[config.mk]
export PLATFORM = sky130hd
export DESIGN_NAME = dfe_output_buffer
export DESIGN_NICKNAME = d
export VERILOG_FILES = /design/src/rtl/dfe_out_pkg.sv /design/src/rtl/dfe_sync_fifo.sv /design/src/rtl/dfe_output_buffer.sv
export SDC_FILE = /design/constraint.sdc
export NUM_CORES = 1
export LEC_CHECK = 0
export ABC_AREA = 1
export BUFFER_PORTS_ARGS = -buffer_cell sky130_fd_sc_hd__buf_4
export CAP_MARGIN = 5
export CELL_PAD_IN_SITES_DETAIL_PLACEMENT = 0
export CELL_PAD_IN_SITES_GLOBAL_PLACEMENT = 2
export CORE_UTILIZATION = 35
export DETAILED_ROUTE_END_ITERATION = 16
export PLACE_DENSITY_LB_ADDON = 0.12
export SLEW_MARGIN = 20
export SYNTH_ARGS = -nofsm -noshare
export SYNTH_HDL_FRONTEND = slang
export SYNTH_SLANG_ARGS = --single-unit
[constraint.sdc]
create_clock -name clk -period 3.8 [get_ports clk]
set_input_delay 0.76 -clock clk [delete_from_list [all_inputs] [get_ports clk]]
set_output_delay 0.76 -clock clk [all_outputs]
set_load 0.01 [all_outputs]
[src/rtl/dfe_out_pkg.sv]
// Shared types and sizing helpers for the DFE output buffer slice.
package dfe_out_pkg;

  localparam int DFE_DATA_W = 16;

  typedef struct packed {
    logic                         sat;
    logic signed [DFE_DATA_W-1:0] data;
  } dfe_out_word_t;

  function automatic int ptr_w(input int depth);
    return $clog2(depth);
  endfunction

  function automatic int lvl_w(input int depth);
    return $clog2(depth) + 1;
  endfunction

endpackage

[src/rtl/dfe_sync_fifo.sv]
// Generic first-word-fall-through FIFO with registered occupancy and full/empty flags.
module dfe_sync_fifo
  import dfe_out_pkg::*;
#(
  parameter int WIDTH = 17,
  parameter int DEPTH = 16
) (
  input  logic                      clk,
  input  logic                      rst_n,
  input  logic                      push,
  input  logic                      pop,
  input  logic [WIDTH-1:0]          din,
  output logic [WIDTH-1:0]          dout,
  output logic [lvl_w(DEPTH)-1:0]   level,
  output logic                      full,
  output logic                      empty
);

  localparam int PW = ptr_w(DEPTH);
  localparam int LW = lvl_w(DEPTH);
  localparam logic [LW-1:0] LVL_ONE = LW'(1);

  logic [WIDTH-1:0] mem [DEPTH];
  logic [PW:0]      wr_ptr;
  logic [PW:0]      rd_ptr;
  logic             do_push;
  logic             do_pop;

  assign empty   = (wr_ptr == rd_ptr);
  assign full    = (wr_ptr[PW] != rd_ptr[PW]) && (wr_ptr[PW-1:0] == rd_ptr[PW-1:0]);
  assign do_pop  = pop & ~empty;
  // A push into a full FIFO is legal when the same edge frees a slot.
  assign do_push = push & (~full | do_pop);

  // Head is forced to zero when empty so the stream outputs idle at their reset values.
  assign dout = empty ? '0 : mem[rd_ptr[PW-1:0]];

  always_ff @(posedge clk) begin
    if (do_push) begin
      mem[wr_ptr[PW-1:0]] <= din;
    end
  end

  always_ff @(posedge clk or negedge rst_n) begin
    if (!rst_n) begin
      wr_ptr <= '0;
      rd_ptr <= '0;
      level  <= '0;
    end else begin
      if (do_push) wr_ptr <= wr_ptr + 1'b1;
      if (do_pop)  rd_ptr <= rd_ptr + 1'b1;
      case ({do_push, do_pop})
        2'b10:   level <= level + LVL_ONE;
        2'b01:   level <= level - LVL_ONE;
        default: level <= level;
      endcase
    end
  end

endmodule

[src/rtl/dfe_output_buffer.sv]
// DFE output stage: buffers core samples with a saturation tag and streams them out,
// tracking drops on full and sticky core overflow/underflow status.
module dfe_output_buffer
  import dfe_out_pkg::*;
#(
  parameter int DATA_WIDTH = 16,
  parameter int DEPTH      = 16,
  parameter int AF_THRESH  = 12,
  parameter int CNT_WIDTH  = 16
) (
  input  logic                   clk,
  input  logic                   rst_n,
  input  logic                   valid_in,
  input  logic [DATA_WIDTH-1:0]  data_in,
  input  logic                   ovf_in,
  input  logic                   udf_in,
  input  logic                   clear_status,
  output logic [DATA_WIDTH-1:0]  m_data,
  output logic                   m_sat,
  output logic                   m_valid,
  input  logic                   m_ready,
  output logic [$clog2(DEPTH):0] level,
  output logic                   almost_full,
  output logic [CNT_WIDTH-1:0]   drop_count,
  output logic                   sticky_ovf,
  output logic                   sticky_udf
);

  localparam int LW = lvl_w(DEPTH);
  localparam logic [LW-1:0]        AF_LVL  = LW'(AF_THRESH);
  localparam logic [LW-1:0]        LVL_ONE = LW'(1);
  localparam logic [CNT_WIDTH-1:0] CNT_ONE = CNT_WIDTH'(1);

  logic                  full;
  logic                  empty;
  logic                  pop_acc;
  logic                  push_acc;
  logic                  drop;
  logic [LW-1:0]         next_level;
  logic [DATA_WIDTH:0]   din;
  logic [DATA_WIDTH:0]   dout;

  assign pop_acc  = m_valid & m_ready;
  assign push_acc = valid_in & (~full | pop_acc);
  assign drop     = valid_in & full & ~pop_acc;
  assign din      = {ovf_in | udf_in, data_in};

  dfe_sync_fifo #(
    .WIDTH (DATA_WIDTH + 1),
    .DEPTH (DEPTH)
  ) u_fifo (
    .clk   (clk),
    .rst_n (rst_n),
    .push  (push_acc),
    .pop   (pop_acc),
    .din   (din),
    .dout  (dout),
    .level (level),
    .full  (full),
    .empty (empty)
  );

  assign m_valid         = ~empty;
  assign {m_sat, m_data} = dout;

  // almost_full is registered from the post-edge occupancy so it tracks level exactly.
  always_comb begin
    next_level = level;
    case ({push_acc, pop_acc})
      2'b10:   next_level = level + LVL_ONE;
      2'b01:   next_level = level - LVL_ONE;
      default: next_level = level;
    endcase
  end

  always_ff @(posedge clk or negedge rst_n) begin
    if (!rst_n) begin
      almost_full <= 1'b0;
      drop_count  <= '0;
      sticky_ovf  <= 1'b0;
      sticky_udf  <= 1'b0;
    end else begin
      almost_full <= (next_level >= AF_LVL);

      if (drop) begin
        if (clear_status)         drop_count <= CNT_ONE;
        else if (drop_count != '1) drop_count <= drop_count + CNT_ONE;
      end else if (clear_status) begin
        drop_count <= '0;
      end

      if (valid_in && ovf_in)  sticky_ovf <= 1'b1;
      else if (clear_status)   sticky_ovf <= 1'b0;

      if (valid_in && udf_in)  sticky_udf <= 1'b1;
      else if (clear_status)   sticky_udf <= 1'b0;
    end
  end

endmodule

Word level (Yosys, flattened, before mapping)
Memories as Yosys holds them, arrays and structs flattened.
Index checks and enable logic that the tools add are counted.
Widths: inputs -> output; s select.
{"block": "classes", "addsub": 5, "n_lt_le_gt_ge": 1, "eq_ne": 8, "mux": 12, "bitwise_logic": 12, "reduce_logical": 9}
{"cell": "$mux 16", "count": 4}
{"cell": "$pmux 5 s2", "count": 2}
{"cell": "$mux 17", "count": 1}
{"cell": "$add 16x1->16 const B", "count": 1}
{"cell": "$ne 16x16->1 const B", "count": 1}
{"cell": "$add 5x1->5 const B", "count": 3}
{"cell": "$reduce_bool 2->1", "count": 5}
{"cell": "$and 1x1->1", "count": 6}
{"cell": "$eq 5x5->1", "count": 1}
{"cell": "$ge 5x4->1 const B", "count": 1}
{"cell": "$mux 1", "count": 5}
{"cell": "$sub 5x1->5 const B", "count": 1}
{"cell": "$eq 2x1->1 const B", "count": 2}
{"cell": "$eq 2x2->1 const B", "count": 2}
{"cell": "$eq 4x4->1", "count": 1}
{"cell": "$logic_and 1x1->1", "count": 3}
{"cell": "$not 1->1", "count": 3}
{"cell": "$or 1x1->1", "count": 3}
{"cell": "$reduce_and 2->1", "count": 1}
{"cell": "$ne 1x1->1", "count": 1}
{"block": "totals", "reg_bits": 34, "ram_bits": 272, "input_bits": 23, "out_inout_bits": 42, "elab_cells": 55, "mem_count": 1}
{"name": "u_fifo.mem", "words": 16, "width": 17, "rd": 1, "rd_ports_with_merged_regs": 0, "write_ports": 1, "line": "dfe_sync_fifo.sv:23", "rtl": "logic [WIDTH-1:0] mem [DEPTH];"}

Depth between registers and ports, before layout
Gate-level depths: netlist (run 1).
{"block": "logic_depth", "ltp_word": 8, "ltp_mapped": 15}

Hierarchy
Synthesis (run 1) repeated with hierarchy kept, for this count alone.
{"block": "hier_totals", "hier_cells": 1115, "area_unflattened_um2": 13101.3}
{"module": "dfe_sync_fifo", "n_inst": 1, "cells_each": 904, "area_each_um2": 11621.1, "seq_area_each_um2": 8543.2}
{"module": "dfe_output_buffer", "n_inst": 1, "cells_each": 211, "area_each_um2": 1480.2, "seq_area_each_um2": 475.5}

Least setup slack after synthesis (run 1)
No wires, ideal clock.
{"block": "synth_path", "path_kind": "input port to flip-flop", "from": "input port m_ready", "to": "memory u_fifo.mem[11][0] (enable)", "t_arrival_ns": 2.054, "t_required_ns": 3.410, "slack_ns": 1.356, "cell_stages": 6, "path_buffers": 0, "path_cell_list": "nor2_1 nand3_2 nand2_1 nor2_1 inv_1 nor2_1"}
{"block": "synth_via", "elab_chain_len": 6, "word_cells_on_any_way": 8, "cone_classes": "mux: 2; bitwise: 6"}
{"item": "start, declared", "line": "dfe_output_buffer.sv:21", "rtl": "input logic m_ready,"}
{"item": "$and 1x1->1 *", "line": "dfe_output_buffer.sv:43", "rtl": "assign pop_acc = m_valid & m_ready;"}
{"item": "$or 1x1->1 / $and 1x1->1 (equally long branches)", "line": "dfe_output_buffer.sv:44, dfe_sync_fifo.sv:31"}
{"item": "$and 1x1->1 / $or 1x1->1 (equally long branches)", "line": "dfe_output_buffer.sv:44, dfe_sync_fifo.sv:33"}
{"item": "$and 1x1->1 *", "line": "dfe_sync_fifo.sv:33", "rtl": "assign do_push = push & (~full | do_pop);"}
{"item": "$mux 1 *", "line": "dfe_sync_fifo.sv:39", "rtl": "if (do_push) begin"}
{"item": "$mux 1 (implied by the code) *", "line": "dfe_sync_fifo.sv:40", "rtl": "mem[wr_ptr[PW-1:0]] <= din;"}
{"item": "end, declared", "line": "dfe_sync_fifo.sv:23"}
Mark *: on every way between the ends. The rest lies on a longest branch, timed or not.

Final worst setup path (run 1)
{"block": "layout_path", "from": "register u_fifo.rd_ptr[2]", "to": "output port m_data[14]"}
{"block": "layout_via", "elab_chain_len": 2, "word_cells_on_any_way": 3, "cone_classes": "eq/ne: 1; mux: 1; memory: 1"}
{"item": "start, declared", "line": "dfe_sync_fifo.sv:25", "rtl": "logic [PW:0] rd_ptr;"}
{"item": "start signal, assigned", "line": "dfe_sync_fifo.sv:51", "rtl": "if (do_pop) rd_ptr <= rd_ptr + 1'b1;"}
{"item": "$mem_v2 16x17 / $eq 5x5->1 (equally long branches)"}
{"item": "$mux 17 *", "line": "dfe_sync_fifo.sv:36", "rtl": "assign dout = empty ? '0 : mem[rd_ptr[PW-1:0]];"}
{"item": "end, declared", "line": "dfe_output_buffer.sv:18", "rtl": "output logic [DATA_WIDTH-1:0] m_data,"}
Marked as above.

==> run_results.csv, run 1 <==
group,metric,value,unit
grt,first_global_vias,8645,
setup_path,cp.arrival,2.59,ns
sta,worst_hold_slack,0.2237,ns
synth,yosysSeqAreaShare,68.59,%
sta,tightest_slew,0.7415,ns
setup_path,cp_cell_sequence,"buf_4 -> nand2_1 -> clkinv_2 -> nand2_1 -> nand2_1 -> inv_1 -> a21oi_1 -> buf_4",
setup_path,reg2reg_slack,1.11,ns
clock_tree,cts_sinks,306,
synth,synth_cell_types,38,
synth,netlist_area,13150,sq um
job,maxCapViolCount,0,
clock_tree,cts_setup_buffers,0,
route,drt_iter0_markers,493,
clock_tree,clkTransAtPathRegs,0.06,ns
die,core_area,36790,sq um
layout,n_antenna_cell,0,
synth,ys_ff_latch,306,
route,first_pass_iters,6,
setup_path,critPathMaxFanout,18,
layout,n_fill_cell,3506,
route,routed_wl,35640,um
setup_path,cpMostUsedCell,"nand2_1",
die,dieArea,38350,sq um
grt,grt_pass1_wl,54300,um
power,power_per_cell_area,750.0,nW/um^2
sta,slew_headroom,50.56,%
layout,drive_above_1_share,14.10,%
setup_path,end_kind,"primary output",
sta,finalSetupViolCount,0,
sta,report.final.slew_viol_count,0,
sta,hold_violations,0,
grt,grt_max_degree,141,
die,fp.dieH,195.8,um
layout,layout_commonest_cell,"edfxtp_1",
route,vias_per_cell,5.013,
synth,avgSynthCellArea,11.12,sq um
synth,syn-num-nets,1216,
placement,dp_hpwl,20410,um
min_path,hold_class,"in2async",
route,wire_per_inst,20.42,um
clock_tree,root_buffer,"clkbuf_16",
sta,max_freq,298.4,MHz
die,dieWidth,195.8,um
setup_path,r2r-start,"u_fifo.rd_ptr[0]",
clock_tree,clk_path_buf_depth,3,
grt,grt_use_total,18.91,%
power,leakage,5.575,nW
route,via_count,8747,
sta,rsz0062_at_grt,"false",
setup_path,crit_path_start_kind,"flop",
setup_path,worstRegToRegCells,10,
sta,period_share,88.19,%
sta,fin_setup_tns,0,ns
placement,place.gp.congestion,0.7355,
setup_path,cpPeakStageDelay,0.67,ns
route,ant_nets,0,
power,peakVddDrop,0.4274,mV
synth,synthCells,1182,
route,drc,0,
clock_tree,htree_levels,2,
setup_path,critPathSlowestCell,"dfrtp_1",
layout,layout_common_cells,"edfxtp_1, nor2_1, o21ai_0",
clock_tree,clock_latency,0.51,ns
setup_path,cp.required,3.04,ns
sta,period_needed,3.351,ns
die,start_util,35.74,%
die,pin_count,65,
clock_tree,numCtsBuffers,35,
grt,antenna_found_initial,0,
outcome,status,"finished, final reports clean",
layout,area_growth,17.50,%
setup_path,rr_endpoint,"u_fifo.mem[7][3]",
synth,yosys_warnings,0,
setup_path,crit_type,"reg2out",
placement,portBuffers,64,
die,num_rows,70,
layout,fin_nets,1287,
sta,skew,0.007125,ns
clock_tree,tritoncts,"done",
grt,overflow,0,
==> synth_stat cells (all sizes together) <==
library cell  number  area, sq um
xnor2              3        26.28
o21bai             2        15.01
o21a               2        15.01
o211ai            38        285.3
ha                11        137.6
a31oi              1        6.260
edfxtp           272         8168
nand2            159        609.3
mux2i              1        10.01
nand3             57        327.8
clkbuf            32        121.4
clkinv             2        7.510
or2                1        6.260
a21boi             1        7.510
buf               27        156.4
nor3               3        15.01
nand4             12        75.07
a21o               1        7.510
xor2              11        96.34
a21oi             20        100.1
dfrtp             34        850.8
inv               60        225.2
nor2             249        963.4
o21ai            183        915.9
==> flip-flops by register name, indices dropped and copies added, names as in the netlist <==
| name | cells |
|---|---|
| sticky_udf | 1 |
| u_fifo.mem | 272 |
| u_fifo.level | 5 |
| almost_full | 1 |
| drop_count | 16 |
| u_fifo.wr_ptr | 5 |
| u_fifo.rd_ptr | 5 |
| sticky_ovf | 1 |
==> stage by stage <==
stage	cell area [sq um]	power [W]	cells	setup slack [ns]	util, %
floorplan	13150	0.006744	1182	1.356	-
global placement	14310	0.008415	1684	0.4816	38.89
detailed placement	14310	0.008398	1684	0.4818	38.89
CTS	15450	0.01179	1745	0.3787	42.00
global route	15450	0.01234	1745	0.2063	42.00
finish	15450	0.01159	1745	0.4488	42.00
==> cell type report <==
cell class                 instances  area (sq um)  share of cell area [%]
inverter                          62         236.5                   1.531
tap                              468         585.6                   3.790
clock buffer                      49         969.7                   6.276
timing repair buffer              93         798.3                   5.167
sequential                       306          9026                   58.42
multi-input combinational        755          3662                   23.70
clock inverter                    12         171.4                   1.109
==> what timing repair did <==
item	in CTS	in global routing
resized for setup	1	0
setup endpoints to repair	7	0
hold buffers	0	0
==> metal layers <==
metal | part of all wire, % | vias up | track usage (%)
met5 | 0 | - | 0
met3 | 3.6 | 31 | 2.596
met1 | 47 | 4293 | 26.40
li1 | - | 4270 | -
met4 | 1.2 | 0 | 3.704
met2 | 48 | 153 | 31.55
==> worst max-delay path: cells and delay by family (launching register included) <==
family / cells / cell delay [ns]
buffers and inverters: 4 / 0.90
flip-flops: 1 / 0.67
AND/OR/NAND/NOR: 3 / 0.35
AO/OA/AOI/OAI: 1 / 0.15
==> logic make-up after synthesis <==
logic type | Yosys count | synth area share, %
adder cells (fa/ha/maj) | 11 | 1.047
flip-flops | 306 | 68.59
multiplexers | 1 | 0.07613
buffers and inverters | 121 | 3.882
AO/OA/AOI/OAI | 248 | 10.29
XOR/XNOR | 14 | 0.9326
AND/OR/NAND/NOR | 481 | 15.19
==> power by group <==
part / internal (W) / leakage, nW / switching [W] / total [W]
Clock: 0.00205 / 0.555 / 0.00130 / 0.00335
Sequential: 0.00404 / 2.89 / 0.000228 / 0.00427
Combinational: 0.00136 / 2.13 / 0.00261 / 0.00396
Total: 0.00746 / 5.57 / 0.00413 / 0.0116
==> worst max-delay path by stage <==
stage,start,end,slack [ns],cells after the start
3_3_place_gp,u_fifo.rd_ptr[2],m_data[14],0.48,8
3_5_place_dp,u_fifo.rd_ptr[2],m_data[14],0.48,8
5_1_grt,u_fifo.rd_ptr[0],m_data[1],0.21,10
2_1_floorplan,m_ready,u_fifo.mem[11][0],1.36,6
4_1_cts,u_fifo.rd_ptr[2],m_data[14],0.38,8
6_report,u_fifo.rd_ptr[2],m_data[14],0.45,8
(Power assumes the default switching activity.)
==> inputs of run 2 (changes only) <==
--- a/config.mk
+++ b/config.mk
@@ -10,7 +10,7 @@
 export CAP_MARGIN = 5
 export CELL_PAD_IN_SITES_DETAIL_PLACEMENT = 0
 export CELL_PAD_IN_SITES_GLOBAL_PLACEMENT = 2
-export CORE_UTILIZATION = 35
+export CORE_UTILIZATION = 44
 export DETAILED_ROUTE_END_ITERATION = 16
 export PLACE_DENSITY_LB_ADDON = 0.12
 export SLEW_MARGIN = 20
==> run 2 against run 1 <==
Register-to-register slack worse by 0.12 ns. Design area down 1.3%. Sequential power hardly changed. Hold slack worse by 0.011 ns. Count of clock-buffer cells in the layout decreased by 1. Largest power group unchanged. Fmax shrank 6.7%. Cell count shrank 4.9%. Setup slack worse by 0.24 ns. Die area down 20%. Routed wire length shrank 5.6%. Power fell by 0.44%. Global-route usage rose by 3.4 points.
==> run_results.csv, run 2 (synthesis results as in run 1) <==
group,metric,value,unit
route,routed_wl,33640,um
route,via_count,8806,
job,maxCapViolCount,0,
clock_tree,clkTransAtPathRegs,0.06,ns
clock_tree,clock_latency,0.52,ns
setup_path,critPathMaxFanout,137,
setup_path,worstSetupEndpoint,"m_data[2]",
clock_tree,tritoncts,"done",
setup_path,cp-startpoint,"u_fifo.rd_ptr[0]",
sta,rsz0062_at_grt,"false",
setup_path,crit_type,"reg2out",
setup_path,cp.required,3.04,ns
die,num_rows,62,
layout,layout_common_cells,"edfxtp_1, nor2_1, o21ai_0",
power,power_per_cell_area,756.5,nW/um^2
die,dieArea,30580,sq um
route,wire_per_inst,20.27,um
clock_tree,root_buffer,"clkbuf_16",
grt,grt_use_total,22.33,%
die,dieWidth,174.9,um
grt,grt_max_degree,138,
clock_tree,clk_path_buf_depth,3,
power,leakage,5.535,nW
route,vias_per_cell,5.305,
outcome,status,"finished, final reports clean",
grt,grtUsageMet2,35.32,%
clock_tree,cts_hold_buf,0,
setup_path,reg2reg_slack,0.99,ns
setup_path,cp.arrival,2.83,ns
sta,fin_setup_tns,0,ns
layout,n_antenna_cell,0,
setup_path,rr_endpoint,"u_fifo.mem[6][9]",
placement,place_ws,0.7963,ns
route,ant_nets,0,
sta,worst_hold_slack,0.2126,ns
power,peakVddDrop,0.4044,mV
grt,met1_usage,32.55,%
die,start_util,45.32,%
sta,tightest_slew,0.7000,ns
min_path,hold_class,"in2async",
placement,dp_hpwl,18550,um
route,first_pass_iters,5,
setup_path,end_kind,"primary output",
grt,busiest_layer,"met2",
grt,overflow,0,
route,drt_iter0_markers,790,
grt,first_global_vias,8311,
layout,largest_reg_flops,272,
grt,antenna_found_initial,0,
sta,finalSetupViolCount,0,
setup_path,r2r-start,"u_fifo.rd_ptr[1]",
setup_path,worstRegToRegCells,10,
clock_tree,numCtsBuffers,35,
sta,layout_setup_ws,0.2065,ns
layout,area_growth,15.98,%
clock_tree,cts_resized,0,
die,pin_count,65,
sta,slew_headroom,53.33,%
clock_tree,cts_sinks,306,
sta,hold_violations,0,
layout,fin_nets,1284,
sta,period_needed,3.594,ns
sta,skew,0.01380,ns
setup_path,crit_path_start_kind,"flop",
sta,max_freq,278.3,MHz
clock_tree,cts_setup_buffers,0,
grt,grt_pass1_wl,51200,um
placement,portBuffers,64,
layout,layout_commonest_cell,"edfxtp_1",
sta,period_share,94.57,%
placement,place.gp.congestion,0.7548,
clock_tree,htree_levels,2,
grt,use_met3,3.111,%
die,fp.dieH,174.9,um
die,core_area,29010,sq um
route,drc,0,
sta,report.final.slew_viol_count,0,
layout,drive_above_1_share,13.71,%
## run 2: cell type report
cell class,instances,area [sq um]
clock buffers,48,945.9
clock inverters,15,188.9
fillers,2606,13760
inverters,62,235.2
multi-input cells,755,3660
flip-flops and latches,306,9026
well taps,384,480.5
repair buffers,90,713.2
## run 2: worst max-delay path: stages (launching register included)
cell	delay, ns
dfrtp_4	0.57
inv_4	0.10
buf_12	0.39
o21ai_0	0.21
o21ai_0	0.11
nand2_1	0.06
nand2_1	0.07
inv_1	0.04
a21oi_1	0.37
buf_4	0.20
## run 2: routing by layer
metal  up-vias  wire [um]
met2       206      15700
li1       4265          -
met1      4289      15760
met3        46       1560
met4         0        624
met5         -          0
## run 2: worst min path at each step
| stage | slack (ns) | endpoint | start | depth (start not counted) |
|---|---|---|---|---|
| floorplan | 0.46 | almost_full | rst_n | 0 |
| global placement | 0.48 | sticky_udf | sticky_udf | 2 |
| detailed placement | 0.49 | sticky_udf | sticky_udf | 2 |
| CTS | 0.22 | drop_count[8] | rst_n | 1 |
| global route | 0.23 | drop_count[10] | rst_n | 1 |
| finish | 0.21 | drop_count[8] | rst_n | 1 |
## run 2: metrics by stage
stage	utilization [%]	instances	area, sq um	power (W)
2_1_floorplan	-	1182	13150	0.006744
3_3_place_gp	48.65	1597	14110	0.008330
3_5_place_dp	48.65	1597	14110	0.008323
4_1_cts	52.56	1660	15250	0.01167
5_1_grt	52.56	1660	15250	0.01222
6_report	52.56	1660	15250	0.01154
## run 2: power breakdown
group / internal, W / total, W / switching, W / leakage, nW
clock network: 0.00202 / 0.00333 / 0.00131 / 0.552
registers: 0.00405 / 0.00428 / 0.000238 / 2.89
logic: 0.00131 / 0.00392 / 0.00261 / 2.09
total: 0.00738 / 0.0115 / 0.00416 / 5.53
==> inputs of run 3 (changes only) <==
--- a/config.mk
+++ b/config.mk
@@ -12,7 +12,7 @@
 export CELL_PAD_IN_SITES_GLOBAL_PLACEMENT = 2
 export CORE_UTILIZATION = 44
 export DETAILED_ROUTE_END_ITERATION = 16
-export PLACE_DENSITY_LB_ADDON = 0.12
+export PLACE_DENSITY_LB_ADDON = 0.1
 export SLEW_MARGIN = 20
 export SYNTH_ARGS = -nofsm -noshare
 export SYNTH_HDL_FRONTEND = slang
==> run 3 against run 2 <==
Non-clock buffer count up 14. Sequential cell count unchanged. Core utilization is 0.28 points higher. Routed wire length shrank 1.5%. Combinational power up 1%. Global-route usage about the same. Design area grew 0.53%. Clock skew up 0.0018 ns. First-iteration DRC count decreased by 9.0%. Sequential share of layout area shrank 0.31 points. Cell count rose by 0.54%. Critical endpoint is now m_data[12].
==> run_results.csv, run 3 (synthesis results as in run 1) <==
group,metric,value,unit
sta,period_share,86.10,%
power,power_per_cell_area,740.6,nW/um^2
route,wire_per_inst,19.86,um
sta,skew,0.01556,ns
layout,fin_nets,1297,
clock_tree,clock_latency,0.51,ns
grt,first_global_vias,8382,
route,routed_wl,33150,um
clock_tree,cts_hold_buf,0,
setup_path,critPathMaxFanout,46,
power,p_total,0.01135,W
power,p_sw,0.004092,W
power,peakVddDrop,0.4280,mV
placement,portBuffers,64,
die,dieWidth,174.9,um
grt,overflow,0,
die,pin_count,65,
layout,layout_common_cells,"edfxtp_1, nor2_1, o21ai_0",
layout,utilization,52.84,%
layout,n_antenna_cell,0,
power,p_int,0.007261,W
placement,placed_area,14290,sq um
placement,place.gp.congestion,0.7970,
sta,worst_hold_slack,0.2195,ns
setup_path,cp.arrival,2.51,ns
clock_tree,htree_levels,2,
power,power.share.clock,27.4,%
layout,drive_above_1_share,14.32,%
layout,layout_commonest_cell,"edfxtp_1",
route,vias_per_cell,5.240,
route,ant_nets,0,
sta,finalSetupViolCount,0,
die,num_rows,62,
route,first_pass_iters,5,
die,fp.dieH,174.9,um
clock_tree,clkTransAtPathRegs,0.06,ns
grt,grt_max_degree,97,
job,maxCapViolCount,0,
grt,grt_use_total,22.30,%
placement,dp_hpwl,20240,um
clock_tree,cts_setup_buffers,0,
power,seqPwrFrac,37.7,%
die,start_util,45.32,%
sta,report.final.slew_viol_count,0,
die,core_area,29010,sq um
clock_tree,root_buffer,"clkbuf_16",
sta,hold_violations,0,
clock_tree,clk_path_buf_depth,3,
power,combPwrFrac,34.9,%
clock_tree,tritoncts,"done",
sta,period_needed,3.272,ns
setup_path,crit_path_start_kind,"flop",
grt,grt_pass1_wl,51430,um
power,leakage,5.571,nW
sta,rsz0062_at_grt,"false",
setup_path,end_kind,"primary output",
layout,area_growth,16.59,%
layout,final_cell_area,15330,sq um
outcome,status,"finished, final reports clean",
clock_tree,cts_sinks,306,
clock_tree,numCtsBuffers,34,
min_path,hold_class,"in2async",
route,drt_iter0_markers,719,
setup_path,crit_type,"reg2out",
grt,antenna_found_initial,1,
route,drc,0,
sta,slew_headroom,52.58,%
sta,tightest_slew,0.7105,ns
sta,max_freq,305.7,MHz
power,switching_share,36.04,%
setup_path,cp.required,3.04,ns
sta,fin_setup_tns,0,ns
route,via_count,8746,
die,dieArea,30580,sq um
layout,largest_reg_flops,272,
clock_tree,cts_resized,0,
==> run 3: cell count changes in the layout (fill, tap and decap cells not counted), sizes merged <==
cell,change
inv,-1
buf,+14
clkinvlp,+1
clkbuf,-2
bufinv,-2
clkinv,-1
==> run 3: critical path: stages (launching register included) <==
cell	delay, ns
dfrtp_4	0.51
inv_4	0.34
buf_12	0.29
nor2_1	0.07
o21ai_1	0.18
nand2_1	0.13
nand2_1	0.10
inv_1	0.06
a21oi_1	0.16
buf_4	0.14
==> run 3: power groups by stage <==
| stage | registers, W | logic (W) | clock network, W |
|---|---|---|---|
| final | 0.00428 | 0.00396 | 0.00311 |
| after global placement | 0.00434 | 0.00403 | 0 |
| after global routing | 0.00432 | 0.00445 | 0.00329 |
| after CTS | 0.00428 | 0.00404 | 0.00317 |
| after floorplan | 0.00424 | 0.00250 | 0 |
| after detailed placement | 0.00434 | 0.00403 | 0 |
==> run 3: path summary, 6_finish.rpt <==
check / start / slack (ns) / depth (start not counted) / endpoint
setup / recovery: u_fifo.rd_ptr[0] / 0.53 / 9 / m_data[12]
setup reg to reg: u_fifo.rd_ptr[0] / 1.03 / 10 / u_fifo.mem[4][15]
hold reg to reg: u_fifo.wr_ptr[4] / 0.49 / 1 / u_fifo.wr_ptr[4]
hold / removal: rst_n / 0.22 / 1 / drop_count[8]
max in group asynchronous: rst_n / 3.20 / 1 / u_fifo.rd_ptr[1]
min in group clk: u_fifo.wr_ptr[4] / 0.49 / 1 / u_fifo.wr_ptr[4]
==> run 3: cell type report <==
class	count	area [sq um]
multi-input cells	755	3662
well taps	384	480.5
clock buffers	46	917.1
clock inverters	12	127.6
flip-flops and latches	306	9026
inverters	62	235.2
repair buffers	104	880.8
fillers	2591	13680
==> run 3: routing by layer <==
layer	vias up	share of wire (%)	GRT usage, %
li1	4293	-	-
met1	4237	49	33.80
met2	165	45	33.76
met3	49	4.0	3.111
met4	2	1.9	5.616
met5	-	0.027	0
==> run 3: metrics by stage <==
step	setup WS [ns]	std cells
CTS	0.5196	1669
detailed placement	1.015	1611
floorplan	1.356	1182
global route	0.3092	1669
finish	0.5283	1669
global placement	0.9910	1611
